<file path="config.mk">
export PLATFORM = sky130hd
export DESIGN_NAME = fisr_newton_ctrl
export DESIGN_NICKNAME = d
export VERILOG_FILES = /design/src/rtl/fisr_newton_ctrl.sv
export SDC_FILE = /design/constraint.sdc
export NUM_CORES = 1
export LEC_CHECK = 0
export BUFFER_PORTS_ARGS = -buffer_cell sky130_fd_sc_hd__clkbuf_2
export CAP_MARGIN = 20
export CORE_MARGIN = 2
export CORE_UTILIZATION = 51
export DETAILED_ROUTE_END_ITERATION = 8
export MAX_ROUTING_LAYER = met4
export PLACE_DENSITY = 0.77
export SETUP_SLACK_MARGIN = 0.5
export SLEW_MARGIN = 20
export SYNTH_ARGS = -nofsm -noshare
export SYNTH_HDL_FRONTEND = slang
export SYNTH_SLANG_ARGS = --single-unit
</file>
<file path="constraint.sdc">
create_clock -name clk -period 6.3 [get_ports clk]
set_clock_uncertainty 0.1 [all_clocks]
set_input_delay 0.63 -clock clk [delete_from_list [all_inputs] [get_ports clk]]
set_output_delay 0.63 -clock clk [all_outputs]
set_load 0.01 [all_outputs]
</file>
<file path="src/rtl/fisr_newton_ctrl.sv">
// Fast inverse square root sequencer: magic-constant seed plus Newton steps
// time-shared over one external multiplier and one 1.5-minus stage.
module fisr_newton_ctrl #(
    parameter int ITER    = 1,
    parameter int MUL_LAT = 2,
    parameter int SUB_LAT = 3
) (
    input  logic        clk,
    input  logic        rst,
    input  logic        in_valid,
    output logic        in_ready,
    input  logic [31:0] in_data,
    output logic        out_valid,
    input  logic        out_ready,
    output logic [31:0] out_data,
    output logic        out_err,
    output logic        mul_start,
    output logic [31:0] mul_a,
    output logic [31:0] mul_b,
    input  logic [31:0] mul_res,
    output logic        sub_start,
    output logic [31:0] sub_b,
    input  logic [31:0] sub_res
);

    localparam int LMAX = (MUL_LAT > SUB_LAT) ? MUL_LAT : SUB_LAT;
    localparam int CW   = $clog2(LMAX + 1);

    localparam logic [CW-1:0] MUL_END  = CW'(MUL_LAT);
    localparam logic [CW-1:0] SUB_END  = CW'(SUB_LAT);
    localparam logic [CW-1:0] CNT_ONE  = CW'(1);
    localparam logic [3:0]    ITER_END = 4'(ITER);
    localparam logic [31:0]   MAGIC    = 32'h5F3759DF;
    localparam logic [31:0]   QNAN     = 32'h7FC00000;

    typedef enum logic [2:0] {
        IDLE,
        SEED,
        MUL_XY,
        MUL_TY,
        SUB,
        MUL_YS,
        DONE
    } state_t;

    state_t state;
    state_t state_nx;

    logic [31:0]   x;
    logic [31:0]   xh;
    logic [31:0]   y;
    logic [31:0]   t;
    logic [31:0]   s;
    logic          err;
    logic [CW-1:0] wcnt;
    logic [3:0]    iter_cnt;
    logic [3:0]    iter_inc;
    logic          op_state;
    logic          issue;
    logic          lat_hit;
    logic          bad_op;
    logic          last_iter;

    assign op_state = (state == MUL_XY) || (state == MUL_TY) ||
                      (state == SUB)    || (state == MUL_YS);

    assign issue = op_state && (wcnt == '0);

    assign lat_hit = op_state &&
                     (wcnt == ((state == SUB) ? SUB_END : MUL_END));

    // Negative, zero/denormal and inf/NaN operands have no real 1/sqrt
    assign bad_op = x[31] || (x[30:23] == 8'h00) || (x[30:23] == 8'hFF);

    assign iter_inc  = iter_cnt + 4'd1;
    assign last_iter = (iter_inc == ITER_END);

    always_ff @(posedge clk or posedge rst) begin
        if (rst) begin
            state <= IDLE;
        end else begin
            state <= state_nx;
        end
    end

    always_comb begin
        state_nx = state;
        unique case (state)
            IDLE: begin
                if (in_valid) begin
                    state_nx = SEED;
                end
            end
            SEED: begin
                state_nx = bad_op ? DONE : MUL_XY;
            end
            MUL_XY: begin
                if (lat_hit) begin
                    state_nx = MUL_TY;
                end
            end
            MUL_TY: begin
                if (lat_hit) begin
                    state_nx = SUB;
                end
            end
            SUB: begin
                if (lat_hit) begin
                    state_nx = MUL_YS;
                end
            end
            MUL_YS: begin
                if (lat_hit) begin
                    state_nx = last_iter ? DONE : MUL_XY;
                end
            end
            DONE: begin
                if (out_ready) begin
                    state_nx = IDLE;
                end
            end
            default: begin
                state_nx = IDLE;
            end
        endcase
    end

    // Wait counter restarts at zero on entry to every op state
    always_ff @(posedge clk or posedge rst) begin
        if (rst) begin
            wcnt <= '0;
        end else if (op_state && !lat_hit) begin
            wcnt <= wcnt + CNT_ONE;
        end else begin
            wcnt <= '0;
        end
    end

    always_ff @(posedge clk or posedge rst) begin
        if (rst) begin
            x        <= '0;
            xh       <= '0;
            y        <= '0;
            t        <= '0;
            s        <= '0;
            err      <= 1'b0;
            iter_cnt <= '0;
        end else begin
            unique case (state)
                IDLE: begin
                    if (in_valid) begin
                        x   <= in_data;
                        err <= 1'b0;
                    end
                end
                SEED: begin
                    xh       <= {x[31], x[30:23] - 8'd1, x[22:0]};
                    iter_cnt <= '0;
                    if (bad_op) begin
                        y   <= QNAN;
                        err <= 1'b1;
                    end else begin
                        y <= MAGIC - (x >> 1);
                    end
                end
                MUL_XY, MUL_TY: begin
                    if (lat_hit) begin
                        t <= mul_res;
                    end
                end
                SUB: begin
                    if (lat_hit) begin
                        s <= sub_res;
                    end
                end
                MUL_YS: begin
                    if (lat_hit) begin
                        y        <= mul_res;
                        iter_cnt <= iter_inc;
                    end
                end
                default: begin
                end
            endcase
        end
    end

    always_comb begin
        in_ready  = 1'b0;
        out_valid = 1'b0;
        out_data  = '0;
        out_err   = 1'b0;
        mul_start = 1'b0;
        mul_a     = '0;
        mul_b     = '0;
        sub_start = 1'b0;
        sub_b     = '0;
        unique case (state)
            IDLE: begin
                in_ready = ~rst;
            end
            MUL_XY: begin
                mul_start = issue;
                mul_a     = xh;
                mul_b     = y;
            end
            MUL_TY: begin
                mul_start = issue;
                mul_a     = t;
                mul_b     = y;
            end
            SUB: begin
                sub_start = issue;
                sub_b     = t;
            end
            MUL_YS: begin
                mul_start = issue;
                mul_a     = y;
                mul_b     = s;
            end
            DONE: begin
                out_valid = 1'b1;
                out_data  = y;
                out_err   = err;
            end
            default: begin
            end
        endcase
    end

endmodule
</file>
==> results.yml <==
synthesis:
  synth-seq-cells: 170
  synth_top_area_share_pct: 47.7
  yosysMostFrequentCell: "dfrtp_1"
  synthDistinctLibCells: 55
  async_flop_share_pct: 100
  avgSynthCellArea_um2: 9.89
  yosys.area.top_type: "dfrtp_1"
  syn_nets: 1007
  yosysWarnings: 0
  synth_area_leaders: "dfrtp_1 (48%), mux2_2 (11%), nand2_1 (6.4%)"
  synthTopCellsByCount: "dfrtp_1 (170), nand2_1 (152), mux2_2 (90)"
  yosysSeqAreaShare_pct: 47.7
  synthCells: 901
  ys.flop_type: "dfrtp_1"
  synth-edff-count: 0
  netlist_area_um2: 8910
floorplanning:
  start_util_pct: 51.9
  core.rowCount: 48
  dieArea_um2: 18600
  core_um2: 17200
  dieWidth_um: 136
  pin_count: 233
  die_y_um: 136
power:
  power_switching_mw: 2.49
  power_per_cell_area_nw_per_um2: 546
  pwr-share-comb_pct: 44.2
  pwr-share-clk_pct: 18.8
  ir_drop_mv: 0.285
  p_leak_nw: 5.15
  power_mw: 5.92
  p_sw_share_pct: 42.0
  p_seq_share_pct: 37.1
  p_int_mw: 3.43
drt:
  firstDrtPassIters: 5
  postRouteAntennaNets: 0
  drt_iter0_drc: 712
  drc: 0
  wl_per_cell_um: 19.3
  vias: 7656
  via_per_inst: 5.72
  routed_wl_um: 25800
critical_path:
  reg2reg_to: "y[26]"
  path_max_fanout: 68
  cp.required_ps: 5570
  setup.worst_path.class: "register to output pin"
  start_kind: "register"
  crit_arrival_ps: 2940
  worst-r2r-cell-count: 8
  ff2ff_setup_slack_ps: 3040
  end_kind: "output pin"
  timing.rr.start: "state[0]"
placement:
  placed_cells: 1304
  port_buffers: 232
  dp_hpwl_um: 18200
  gp_congestion: 0.934
timing:
  final_max_slew_viol_count: 0
  slew_headroom_pct: 29.8
  whs_ps: 295
  finalSetupTns_ps: 0
  hold_viol: 0
  grt_setup_unrepaired: "no"
  setup_viol: 0
  tightest_slew_ps: 1050
  finalCriticalPeriod_ps: 3670
  fin_crit_sh_pct: 58.2
  fmax_mhz: 273
global_route:
  grt_usage_pct: 29.0
  antenna_found_initial: 2
  grt_max_degree: 107
  grt_overflow: 0
  grt_pass1_wl_um: 39600
  grt_pass1_vias: 7322
cts:
  post_cts_buffers: 0
  ctsHoldBuffers: 0
  clock_latency_ps: 430
  clockBufferDepth: 2
  ctsHtreeMaxLevel: 4
  path_clk_slew_ps: 60
  cts_sinks: 170
  tritoncts: "yes"
  root_buffer: "clkbuf_16"
  numCtsBuffers: 17
  cts_resized: 0
layout:
  area_growth_pct: 21.7
  final_cells: 1338
  layout-drive-gt1-share_pct: 34.6
  final_util_pct: 63.1
  nets: 1205
worst_hold_path:
  min_path_type: "primary input to async pin"
outcome:
  status: "finished clean"
job:
  cap_violations: 0
==> power by group through the flow <==
stage / logic (mW) / registers (mW) / clock network [mW]
4_1_cts: 2.60 / 2.17 / 1.12
3_5_place_dp: 2.58 / 2.19 / 0
3_3_place_gp: 2.52 / 2.16 / 0
2_1_floorplan: 1.92 / 1.92 / 0
6_report: 2.62 / 2.20 / 1.11
5_1_grt: 2.86 / 2.26 / 1.17
==> critical path, cell delays in order (launching register included) <==
cell and delay [ps]:
dfrtp_1 590, and3b_4 1000, buf_4 460, nand2_1 90
o21ai_0 150, clkbuf_2 200
==> final cells by class <==
class                           instances  area, um2
Fill cell                            1475       6330
Multi-Input combinational cell        653       4370
Sequential cell                       170       4260
Timing Repair Buffer                  243       1250
Clock buffer                           23        498
Tap cell                              225        282
Clock inverter                          9        135
Inverter                               14       57.6
Antenna cell                            1       2.50
==> cells in the final DEF (no fill, tap or decap), types with 6 or more instances in the layout <==
| cell | n |
|---|---|
| a21oi_1 | 37 |
| a22o_1 | 32 |
| a31oi_1 | 6 |
| and2_1 | 66 |
| buf_4 | 10 |
| clkbuf_16 | 17 |
| clkbuf_2 | 232 |
| dfrtp_1 | 169 |
| ha_1 | 6 |
| inv_1 | 13 |
| mux2_2 | 90 |
| mux2i_1 | 33 |
| nand2_1 | 152 |
| nand3_1 | 21 |
| nor2_1 | 20 |
| nor3_1 | 15 |
| o21ai_0 | 77 |
| o21ai_1 | 9 |
| or3_1 | 9 |
| xnor2_1 | 15 |
| xor2_1 | 11 |
==> sequential cells by signal (all words and copies together) (netlist names) <==
name,count
s,32
iter_cnt,4
err,1
y,32
t,32
x,32
xh,32
wcnt,2
state,3
==> routing by layer <==
metal | wire (um) | vias to the layer above | track usage (%)
met2 | 12000 | 370 | 42.3
li1 | - | 3513 | -
met1 | 10900 | 3707 | 39.5
met4 | 869 | 0 | 12.0
met5 | 0 | - | -
met3 | 2120 | 66 | 5.93
==> metrics by stage <==
step	worst slack (ps)	instance area, um2
2_1_floorplan	967	8910
3_3_place_gp	3110	10200
3_5_place_dp	3010	10200
4_1_cts	2640	10800
5_1_grt	2480	10800
6_report	2630	10800
==> kinds of logic after synthesis <==
| group | synth area share (%) |
|---|---|
| xor gates and xnor gates | 2.55 |
| muxes | 15.2 |
| and+or+nand+nor | 17.2 |
| buffers and inverters | 3.65 |
| adders and majority gates | 0.842 |
| DFF | 47.7 |
| AOI/OAI and AO/OA | 12.9 |
==> worst max path at each step <==
stage | from | endpoint
finish | state[1] | mul_a[14]
CTS | state[1] | mul_a[14]
floorplan | rst | err
detailed placement | state[2] | t[28]
global placement | state[1] | t[1]
global route | state[1] | mul_a[14]
No activity file was read; power rests on OpenSTA's default activity.
